--- src/rtl/mips_defs.sv ---
// Shared constants and next-PC select encoding for the MIPS pipeline stages.
package mips_defs;

  localparam logic [31:0] NOP_INSTRN = 32'h0000_0000;
  localparam logic [31:0] RESET_PC   = 32'h0000_0000;
  localparam logic [31:0] WORD_BYTES = 32'd4;

  typedef enum logic [1:0] {
    SEL_SEQ  = 2'd0,
    SEL_HOLD = 2'd1,
    SEL_BR   = 2'd2,
    SEL_JMP  = 2'd3
  } pc_sel_e;

  // Fetches are word-aligned; low address bits of any target are dropped.
  function automatic logic [31:0] word_align(input logic [31:0] addr);
    return addr & ~(WORD_BYTES - 32'd1);
  endfunction

endpackage

--- src/rtl/if_id_register.sv ---
// Generic pipeline register with hold and bubble controls; bubble wins over hold.
module if_id_register #(
  parameter int unsigned           DATA_W = 64,
  parameter logic [DATA_W-1:0]     BUBBLE = '0
) (
  input  logic              clk,
  input  logic              rst,
  input  logic              hold_i,
  input  logic              bubble_i,
  input  logic [DATA_W-1:0] data_i,
  output logic [DATA_W-1:0] data_o,
  output logic              valid_o
);

  logic [DATA_W-1:0] data_q, data_d;
  logic              valid_q, valid_d;

  always_comb begin
    data_d  = data_q;
    valid_d = valid_q;
    if (bubble_i) begin
      data_d  = BUBBLE;
      valid_d = 1'b0;
    end else if (!hold_i) begin
      data_d  = data_i;
      valid_d = 1'b1;
    end
  end

  always_ff @(posedge clk) begin
    if (rst) begin
      data_q  <= BUBBLE;
      valid_q <= 1'b0;
    end else begin
      data_q  <= data_d;
      valid_q <= valid_d;
    end
  end

  assign data_o  = data_q;
  assign valid_o = valid_q;

endmodule

--- src/rtl/instruction_fetch_unit.sv ---
// MIPS fetch stage: program counter, next-PC selection and the IF/ID register.
module instruction_fetch_unit #(
  parameter logic [31:0] RESET_PC   = mips_defs::RESET_PC,
  parameter int unsigned IMEM_BYTES = 32,
  parameter logic [31:0] NOP_INSTRN = mips_defs::NOP_INSTRN
) (
  input  logic        clk,
  input  logic        reset,
  input  logic        stall,
  input  logic        flush,
  input  logic        branch_taken,
  input  logic [31:0] branch_target,
  input  logic        jump,
  input  logic [31:0] jump_target,
  output logic [31:0] instrn_address,
  input  logic [31:0] instrn,
  output logic [31:0] pc,
  output logic [31:0] if_id_instrn,
  output logic [31:0] if_id_pc_plus4,
  output logic        if_id_valid
);

  if (IMEM_BYTES < 4 || (IMEM_BYTES & (IMEM_BYTES - 1)) != 0) begin : g_bad_imem
    $error("IMEM_BYTES must be a power of two and at least 4");
  end

  mips_defs::pc_sel_e sel;
  logic [31:0] pc_q, pc_d;
  logic [31:0] pc_plus4;
  logic        squash;

  assign pc_plus4 = pc_q + mips_defs::WORD_BYTES;
  // A redirect comes from an older instruction, so it outranks a stall.
  assign squash   = branch_taken | jump | flush;

  always_comb begin
    sel = mips_defs::SEL_SEQ;
    if (branch_taken)  sel = mips_defs::SEL_BR;
    else if (jump)     sel = mips_defs::SEL_JMP;
    else if (stall)    sel = mips_defs::SEL_HOLD;
  end

  always_comb begin
    pc_d = pc_plus4;
    case (sel)
      mips_defs::SEL_BR:   pc_d = mips_defs::word_align(branch_target);
      mips_defs::SEL_JMP:  pc_d = mips_defs::word_align(jump_target);
      mips_defs::SEL_HOLD: pc_d = pc_q;
      default:             pc_d = pc_plus4;
    endcase
  end

  always_ff @(posedge clk) begin
    if (reset) pc_q <= RESET_PC;
    else       pc_q <= pc_d;
  end

  assign pc             = pc_q;
  assign instrn_address = pc_q;

  logic [63:0] if_id_data;

  if_id_register #(
    .DATA_W (64),
    .BUBBLE ({NOP_INSTRN, 32'h0000_0000})
  ) u_if_id (
    .clk      (clk),
    .rst      (reset),
    .hold_i   (stall),
    .bubble_i (squash),
    .data_i   ({instrn, pc_plus4}),
    .data_o   (if_id_data),
    .valid_o  (if_id_valid)
  );

  assign if_id_instrn   = if_id_data[63:32];
  assign if_id_pc_plus4 = if_id_data[31:0];

endmodule

--- config.mk ---
export PLATFORM = sky130hd
export DESIGN_NAME = instruction_fetch_unit
export DESIGN_NICKNAME = d
export VERILOG_FILES = /design/src/rtl/mips_defs.sv /design/src/rtl/if_id_register.sv /design/src/rtl/instruction_fetch_unit.sv
export SDC_FILE = /design/constraint.sdc
export NUM_CORES = 1
export LEC_CHECK = 0
export ABC_CLOCK_PERIOD_IN_PS = 2400
export CAP_MARGIN = 20
export CORE_UTILIZATION = 40
export DETAILED_ROUTE_END_ITERATION = 7
export PLACE_DENSITY_LB_ADDON = 0.08
export SYNTH_ARGS = -nofsm -noshare
export SYNTH_HDL_FRONTEND = slang
export SYNTH_HIERARCHICAL = 1
export SYNTH_SLANG_ARGS = --single-unit
--- constraint.sdc ---
create_clock -name clk -period 2.4 [get_ports clk]
set_input_delay 0.6 -clock clk [delete_from_list [all_inputs] [get_ports clk]]
set_output_delay 0.6 -clock clk [all_outputs]
set_load 0.005 [all_outputs]
==> results of run 1 <==
-- worst register-to-register path: cells and delay by family (launching register included) --
| kind | cells | cell delay (ns) |
|---|---|---|
| AO/OA/AOI/OAI | 2 | 0.34 |
| adder cells (fa/ha/maj) | 1 | 0.26 |
| flip-flops | 1 | 0.34 |
| AND/OR/NAND/NOR | 3 | 1.18 |
-- cell type report --
| cell class | count | area [um^2] | area share |
|---|---|---|---|
| clock inverter | 7 | 76.32 | 0.009817 |
| multi-input combinational | 438 | 2733 | 0.3515 |
| clock buffer | 9 | 225.2 | 0.02897 |
| tap | 172 | 215.2 | 0.02768 |
| inverter | 11 | 41.29 | 0.005311 |
| timing repair buffer | 261 | 2582 | 0.3322 |
| sequential | 95 | 1902 | 0.2446 |
-- power by group through the flow --
stage               clock, uW  combinational, uW  sequential [uW]
finish                   1470                777             1700
global route             1560                842             1710
CTS                      1500                781             1700
detailed placement          0                777             1740
global placement            0                769             1740
floorplan                   0                382             1720
-- per-layer routing --
metal | wire (um) | share of wire
met5 | 0 | 0
met3 | 1334 | 0.086
met4 | 191 | 0.012
met1 | 6993 | 0.45
met2 | 7028 | 0.45
-- cells in the mapped netlist (3+ instances only) --
cell and count:
a211oi_1 6, a21oi_1 47, and2_1 3, and3_1 9, and4_1 4, buf_2 10, buf_4 36, buf_6 7
clkbuf_1 24, dfxtp_1 95, inv_1 10, mux2i_1 70, nand2_1 31, nand2b_1 4, nand3_1 11, nand4_1 13
nor2_1 104, nor3_1 12, nor4_1 15, o211ai_1 4, o21ai_0 25, o311ai_0 3, o31a_1 3, o31ai_1 8
or2_2 4, xnor2_1 18, xor2_1 8
-- worst max-delay path by stage --
stage / start / end / slack, ns / depth (start not counted)
2_1_floorplan: instrn_address[2] / instrn_address[26] / 0.36 / 7
3_3_place_gp: jump / instrn_address[24] / -0.04 / 8
3_5_place_dp: jump / instrn_address[24] / -0.07 / 8
4_1_cts: instrn_address[14] / pc[14] / 0.18 / 1
5_1_grt: instrn_address[3] / u_if_id/data_o[30] / 0.05 / 8
6_report: instrn_address[14] / pc[14] / 0.21 / 1
-- what timing repair did --
action / 4_1_cts / 5_1_grt
hold buffers: 0 / 0
setup endpoints to repair: 0 / 1
resized for setup: 0 / 1
-- cells by family (layout without fill, tap and decap cells) --
group / count (synthesis) / after routing / share of synthesized area
buffers and inverters: 92 / 288 / 0.1062
AOI/OAI and AO/OA: 110 / 110 / 0.1286
other: 1 / 6 / 0.0007269
adders and majority gates: 1 / 1 / 0.002425
muxes: 70 / 70 / 0.1358
DFF: 95 / 95 / 0.3687
xor gates and xnor gates: 26 / 26 / 0.04414
and+or+nand+nor: 225 / 225 / 0.2134
-- stage by stage --
stage	setup TNS (ns)	std cells	setup slack [ns]
after floorplan	0	625	0.3604
after global placement	-0.04669	977	-0.03961
after detailed placement	-0.6607	977	-0.06881
after CTS	0	993	0.1819
after global routing	0	993	0.04576
final	0	993	0.2057
-- flip-flops by register name, indices dropped and copies added, names as in the netlist --
signal and flops:
instrn_address 30, u_if_id/data_o 64, u_if_id/valid_o 1
==> results.yml, run 1 <==
critical_path:
  worstSetupPathType: "flip-flop to output pin"
  arrival_ns: 1.59
  crit_path_max_fanout: 9
  cp-end-kind: "output pin"
  worst_setup_path_start_kind: "flip-flop"
  worst_ep_required_time_ns: 1.80
  critical_path.n_buffers_inverters: 1
  timing.rr.end: "instrn_address[26]"
  regToRegStartpoint: "instrn_address[3]"
  timing.reg2reg.setup_slack_ns: 0.22
  worst_path_max_delay_cell: "dfxtp_1"
  crit_chain: "clkdlybuf4s50_1"
  cp_slowest_stage_delay_ns: 0.64
  timing.critical_path.max_delay_family: "flip-flops"
  reg2regPathDepth: 6
global_route:
  number_of_antenna_violations_at_the_first_check_in_global_routing: 0
  global_routing_s_busiest_layer: "met2"
  global_route.overflow_total: 0
  track_usage: 0.2305
  grt_max_degree: 66
  globalRouteMet1Util: 0.3060
  gr-usage-met3: 0.04393
  grt_first_pass_wirelength_mm: 23.87
  vias_in_the_first_global_route: 4635
  met2_usage: 0.3729
pwr:
  proportion_of_power_drawn_by_the_clock_network: 0.372
  vdd_ir_drop_max_v: 0.0004267
  switching_share: 0.2633
  seq_power_share: 0.431
  p_total_uw: 3946
  p_leak_uw: 0.003012
  net-switching-power_uw: 1039
  internal-power_uw: 2907
  power_density_nw_per_um2: 507.5
  comb_power_share: 0.197
synth:
  netlist_cell_types: 54
  netlist.area_leader.share: 0.3687
  postSynth.topFlopCell: "dfxtp_1"
  synth_top_area_cell: "dfxtp_1"
  avg_inst_size_synth_um2: 8.320
  synth_area_leaders: "dfxtp_1 37%, mux2i_1 14%, nor2_1 7.6%"
  number_of_enable_type_register_cells_in_the_synthesized_netlist: 0
  ys_ff_latch: 95
  synth_async_sr_flop_share: 0
  synthesis.area_um2: 5159
  seq_area_frac_synth: 0.3687
  synth.yosys.warnings: 6
  syn-instance-count: 620
min_path:
  min-delay-path-class: "flip-flop to flip-flop"
  hold_path.startpoint: "u_if_id/valid_o"
  holdPathEnd: "u_if_id/valid_o"
  min_path_cells: 2
placement:
  routability_congestion: 0.8364
  place_hpwl_mm: 11.88
  postPlaceCellArea_um2: 7471
  placement.io_buffers: 222
drt:
  drc: 0
  initialDrtViolationCount: 289
  route.antenna.remaining_nets: 0
  first_pass_iteration_count_of_the_detailed_router: 7
  wl_per_cell_um: 15.66
  drt-vias-per-instance: 5.121
  vias: 5085
  detail_route.wirelength_mm: 15.55
timing:
  timing.final.crit_share: 0.9143
  finalHoldWorstSlack_ns: 0.4503
  hold_violations: 0
  max-slew-margin-rel: 0.6633
  rsz0062_at_grt: "false"
  finalMaxSlewViolations: 0
  time_the_final_worst_path_needs_with_i_o_delays_and_setup_ns: 2.194
  tightest_slew_ns: 0.5044
  setup_viol_count_final: 0
  fmax_mhz: 455.7
  final.setup_skew_ns: 0.008897
final_layout:
  final_core_util: 0.6161
  finalInstanceArea_um2: 7775
  area_growth_syn_to_layout_pct: 50.72
  final_layout_size_suffix_gt1_frac: 0.08770
  layout.cells.most_common_list: "220 x clkdlybuf4s50_1, 103 x nor2_1, 95 x dfxtp_1, 70 x mux2i_1, 47 x a21oi_1"
  antenna-diode-count: 0
  final_nets: 919
  final.fill_count: 1132
  layout_commonest_cell: "clkdlybuf4s50_1"
floorplan:
  die_h_um: 115.6
  x_dimension_of_the_die_um: 115.6
  placement_rows: 41
  design.core.area_um2: 12620
  die_area_um2: 13360
  boundary_pins: 231
  initial_core_util: 0.4088
cts:
  tritoncts_clock_tree: "yes"
  htreeDepth: 3
  clk-insertion-delay-late_ns: 0.35
  cts_root_buffer: "clkbuf_16"
  clkSinkCount: 95
  worst_setup_hold_path_clk_slew_ns: 0.07
  cts_inserted_buffers: 9
  cts.repair_timing.setup_buffer_count: 0
  clockBufferDepth: 2
run_status:
  outcome: "finished clean"
job:
  maxCapViolations: 0
(Power assumes the default switching activity.)
==> inputs of run 2 (changes only) <==
--- a/config.mk
+++ b/config.mk
@@ -8,6 +8,8 @@
 export ABC_CLOCK_PERIOD_IN_PS = 2400
 export CAP_MARGIN = 20
 export CORE_UTILIZATION = 40
+export CTS_CLUSTER_DIAMETER = 80
+export CTS_CLUSTER_SIZE = 10
 export DETAILED_ROUTE_END_ITERATION = 7
 export PLACE_DENSITY_LB_ADDON = 0.08
 export SYNTH_ARGS = -nofsm -noshare
==> constraint.sdc (replaced) <==
create_clock -name clk -period 2.4 [get_ports clk]
set_input_delay 0.48 -clock clk [delete_from_list [all_inputs] [get_ports clk]]
set_output_delay 0.48 -clock clk [all_outputs]
set_load 0.005 [all_outputs]
==> results.yml, run 2 (synthesis results as in run 1) <==
timing:
  hold_violations: 0
  final.setup_skew_ns: 0.006390
  max-slew-margin-rel: 0.6545
  fin_setup_tns_ns: 0
  finalMaxSlewViolations: 0
  setup_viol_count_final: 0
  tightest_slew_ns: 0.5182
  time_the_final_worst_path_needs_with_i_o_delays_and_setup_ns: 2.201
  rsz0062_at_grt: "false"
  timing.final.crit_share: 0.9172
  fmax_mhz: 454.3
drt:
  first_pass_iteration_count_of_the_detailed_router: 5
  initialDrtViolationCount: 291
  wl_per_cell_um: 15.93
  drc: 0
  detail_route.wirelength_mm: 15.74
  drt-vias-per-instance: 5.120
  vias: 5059
  route.antenna.remaining_nets: 0
final_layout:
  layout.cells.most_common_list: "220 x clkdlybuf4s50_1, 104 x nor2_1, 95 x dfxtp_1, 70 x mux2i_1, 47 x a21oi_1"
  antenna-diode-count: 0
  final_nets: 914
  area_growth_syn_to_layout_pct: 49.48
  largest_register_ffs: 64
  post_layout_nonfiller_instances: 988
  layout_commonest_cell: "clkdlybuf4s50_1"
  final_layout_size_suffix_gt1_frac: 0.08088
global_route:
  grt_first_pass_wirelength_mm: 23.73
  global_route.overflow_total: 0
  track_usage: 0.2309
  grt_max_degree: 72
  number_of_antenna_violations_at_the_first_check_in_global_routing: 0
  vias_in_the_first_global_route: 4574
placement:
  place_hpwl_mm: 11.79
  placement.io_buffers: 222
  routability_congestion: 0.8382
  placed_cells: 972
cts:
  clk-insertion-delay-late_ns: 0.35
  htreeDepth: 3
  cts_hold_repair.buffers: 0
  cts_repair_resize_count: 0
  cts_inserted_buffers: 9
  cts.repair_timing.setup_buffer_count: 0
  cts_root_buffer: "clkbuf_16"
  clockBufferDepth: 2
  worst_setup_hold_path_clk_slew_ns: 0.07
  tritoncts_clock_tree: "yes"
  clkSinkCount: 95
critical_path:
  timing.reg2reg.setup_slack_ns: 0.20
  cp-end-kind: "flip-flop"
  crit_path_max_fanout: 11
  worst_path_max_delay_cell: "or4_4"
  timing.rr.end: "instrn_address[26]"
  worst_ep_required_time_ns: 2.68
  worst_setup_path_start_kind: "flip-flop"
  cp_slowest_stage_delay_ns: 0.59
  reg2regPathDepth: 6
  crit_chain: "ha_1 > and3_1 > nand3_2 > or4_4 > a21o_1 > a21oi_2"
  arrival_ns: 2.49
  worstSetupPathType: "flip-flop to flip-flop"
  critical_path.n_buffers_inverters: 0
  timing.critical_path.max_delay_family: "simple AND/OR/NAND/NOR gates"
  regToRegStartpoint: "instrn_address[3]"
  critical_path_depth: 6
  critical_path.startpoint: "instrn_address[3]"
  worstSetupEndpoint: "instrn_address[26]"
floorplan:
  die_h_um: 115.6
  initial_core_util: 0.4088
  design.core.area_um2: 12620
  boundary_pins: 231
  die_area_um2: 13360
  placement_rows: 41
  x_dimension_of_the_die_um: 115.6
pwr:
  vdd_ir_drop_max_v: 0.0003179
  p_leak_uw: 0.002981
  p_total_uw: 3877
  power_density_nw_per_um2: 502.8
run_status:
  outcome: "finished clean"
min_path:
  min-delay-path-class: "flip-flop to flip-flop"
job:
  maxCapViolations: 0
-- run 2: worst min-delay path by stage --
| stage | cells after the start | start | to | slack (ns) |
|---|---|---|---|---|
| after detailed placement | 2 | u_if_id/valid_o | u_if_id/valid_o | 0.44 |
| final | 2 | u_if_id/valid_o | u_if_id/valid_o | 0.45 |
| after global placement | 2 | u_if_id/valid_o | u_if_id/valid_o | 0.44 |
| after CTS | 2 | u_if_id/valid_o | u_if_id/valid_o | 0.45 |
| after global routing | 2 | u_if_id/valid_o | u_if_id/valid_o | 0.49 |
| after floorplan | 2 | u_if_id/valid_o | u_if_id/valid_o | 0.44 |
-- run 2: cell type report --
| class | instances | area, um^2 |
|---|---|---|
| Clock buffer | 10 | 239.0 |
| Clock inverter | 6 | 51.30 |
| Fill cell | 1188 | 4908 |
| Inverter | 11 | 41.29 |
| Multi-Input combinational cell | 438 | 2730 |
| Sequential cell | 95 | 1902 |
| Tap cell | 172 | 215.2 |
| Timing Repair Buffer | 256 | 2532 |
-- run 2: per-layer routing --
layer,track usage,vias up,part of all wire
met5,0,-,0
met4,0.07965,0,0.010
met3,0.05596,10,0.092
met2,0.3729,204,0.45
met1,0.3009,2327,0.44
li1,-,2518,-
-- run 2: worst reg2reg max path: stages, from the launching register on --
cell and delay, ns:
dfxtp_1 0.35, ha_1 0.25, and3_1 0.33, nand3_2 0.28
or4_4 0.60, a21o_1 0.22, a21oi_2 0.12
-- run 2: report_power, final --
group          leakage [uW]  switching (uW)  internal (uW)  total, uW
combinational       0.00207             313            459        772
clock              0.000140             659            745       1400
sequential         0.000773            77.1           1620       1700
total               0.00298            1050           2830       3880
-- run 2: metrics by stage --
step / instance area (um^2) / hold slack, ns / util / setup WS (ns)
6_report: 7711 / 0.4514 / 0.6110 / 0.1986
5_1_grt: 7711 / 0.4921 / 0.6110 / 0.07088
4_1_cts: 7711 / 0.4510 / 0.6110 / 0.2066
3_5_place_dp: 7421 / 0.4402 / 0.5880 / -0.08591
3_3_place_gp: 7421 / 0.4366 / 0.5880 / -0.04849
2_1_floorplan: 5177 / 0.4434 / - / 0.3604
==> inputs of run 3 (changes only) <==
--- a/config.mk
+++ b/config.mk
@@ -16,3 +16,4 @@
 export SYNTH_HDL_FRONTEND = slang
 export SYNTH_HIERARCHICAL = 1
 export SYNTH_SLANG_ARGS = --single-unit
+export TNS_END_PERCENT = 10
==> constraint.sdc (replaced) <==
create_clock -name clk -period 2.4 [get_ports clk]
set_input_delay 0.48 -clock clk [delete_from_list [all_inputs] [get_ports clk]]
set_output_delay 0.48 -clock clk [all_outputs]
set_load 0.05 [all_outputs]
==> results.yml, run 3 (synthesis results as in run 1) <==
drt:
  vias: 5069
  drt-vias-per-instance: 5.141
  detail_route.wirelength_mm: 15.80
  initialDrtViolationCount: 273
  first_pass_iteration_count_of_the_detailed_router: 5
  route.antenna.remaining_nets: 0
  wl_per_cell_um: 16.03
  drc: 0
critical_path:
  worst_path_max_delay_cell: "clkdlybuf4s50_1"
  critical_path.n_buffers_inverters: 1
  cp_slowest_stage_delay_ns: 0.88
  crit_path_max_fanout: 11
  crit_chain: "clkdlybuf4s50_1"
  cp-end-kind: "output pin"
  worstSetupPathType: "flip-flop to output pin"
  arrival_ns: 1.78
  timing.critical_path.max_delay_family: "buffers and inverters"
  worst_ep_required_time_ns: 1.92
  worst_setup_path_start_kind: "flip-flop"
floorplan:
  die_area_um2: 13360
  die_h_um: 115.6
  boundary_pins: 231
  design.core.area_um2: 12620
  placement_rows: 41
  initial_core_util: 0.4088
  x_dimension_of_the_die_um: 115.6
final_layout:
  final_layout_size_suffix_gt1_frac: 0.08108
  multi_input_area_um2: 2730
  area.sequential_um2: 1904
  layout.cells.most_common_list: "217 x clkdlybuf4s50_1, 104 x nor2_1, 93 x dfxtp_1, 70 x mux2i_1, 47 x a21oi_1"
  antenna-diode-count: 0
  final_core_util: 0.6113
  final.fill_count: 1157
  layout_commonest_cell: "clkdlybuf4s50_1"
  final_nets: 912
  largest_register_ffs: 64
  area_growth_syn_to_layout_pct: 49.55
cts:
  cts_root_buffer: "clkbuf_16"
  htreeDepth: 3
  worst_setup_hold_path_clk_slew_ns: 0.07
  cts_inserted_buffers: 9
  clockBufferDepth: 2
  cts.repair_timing.setup_buffer_count: 0
  tritoncts_clock_tree: "yes"
  clkSinkCount: 95
  clk-insertion-delay-late_ns: 0.34
  cts_hold_repair.buffers: 0
timing:
  rsz0062_at_grt: "false"
  layout_setup_ws_ns: 0.1394
  tightest_slew_ns: 0.5879
  fmax_mhz: 442.4
  hold_violations: 0
  max-slew-margin-rel: 0.6063
  setup_viol_count_final: 0
  timing.final.crit_share: 0.9419
  final.setup_skew_ns: 0.009037
  fin_setup_tns_ns: 0
  time_the_final_worst_path_needs_with_i_o_delays_and_setup_ns: 2.261
  finalMaxSlewViolations: 0
global_route:
  grt_max_degree: 72
  number_of_antenna_violations_at_the_first_check_in_global_routing: 0
  grt_first_pass_wirelength_mm: 24.02
  vias_in_the_first_global_route: 4768
  global_route.overflow_total: 0
  track_usage: 0.2309
placement:
  detailedPlace.worstSlack_ns: -0.08452
  place_hpwl_mm: 11.86
  routability_congestion: 0.7924
  placement.io_buffers: 222
run_status:
  outcome: "finished clean"
pwr:
  vdd_ir_drop_max_v: 0.0003758
  p_leak_uw: 0.003007
  power_density_nw_per_um2: 550.6
min_path:
  min-delay-path-class: "flip-flop to flip-flop"
job:
  maxCapViolations: 0
## run 3: cell count changes in the layout (fill, tap and decap cells not counted), sizes merged
cell           change
buf                -1
clkdlybuf4s50      -3
bufinv             +1
clkinv             -3
inv                +2
dlymetal6s2s       +2
## run 3: per-layer routing
metal,wire (um),GRT usage,up-vias,share of wire
met1,7117,0.3032,2338,0.45
met2,7232,0.3808,222,0.46
met5,0,0,-,0
met4,101,0.05887,0,0.0064
li1,-,-,2501,-
met3,1352,0.05387,8,0.086
## run 3: worst paths after layout
kind	start	slack, ns	cells after the start	end
setup / recovery	instrn_address[24]	0.14	1	instrn_address[24]
hold / removal	u_if_id/valid_o	0.45	2	u_if_id/valid_o
setup reg to reg	instrn_address[16]	0.22	6	u_if_id/data_o[22]
hold reg to reg	u_if_id/valid_o	0.45	2	u_if_id/valid_o
## run 3: report_power, final
group | leakage, uW | internal [uW] | switching (uW)
combinational | 0.00209 | 453 | 610
clock | 0.000146 | 827 | 644
sequential | 0.000773 | 1630 | 88.3
total | 0.00301 | 2910 | 1340
## run 3: layout make-up
| cell class | count | share of cell area |
|---|---|---|
| Sequential cell | 95 | 0.2468 |
| Inverter | 11 | 0.005352 |
| Tap cell | 172 | 0.02789 |
| Multi-Input combinational cell | 438 | 0.3539 |
| Clock buffer | 10 | 0.02968 |
| Timing Repair Buffer | 254 | 0.3266 |
| Clock inverter | 6 | 0.009731 |
## run 3: timing repair
action	in CTS	in global routing
endpoints found under the hold margin	0	0
resized for setup	0	2
setup endpoints to repair	0	2
## run 3: stage by stage
stage	area [um^2]	instances	hold WS, ns	power (uW)
finish	7715	986	0.4481	4248
CTS	7710	986	0.4503	4282
floorplan	5180	625	0.6178	2413
global route	7715	986	0.4979	4406
global placement	7406	970	0.4370	2799
detailed placement	7406	970	0.4392	2809
## run 3: worst reg2reg max path: stages (launching register included)
cell,delay (ns)
dfxtp_1,0.51
and3_1,0.42
nand3_2,0.27
o31a_1,0.36
or2_2,0.32
mux2i_1,0.14
nor2_1,0.05
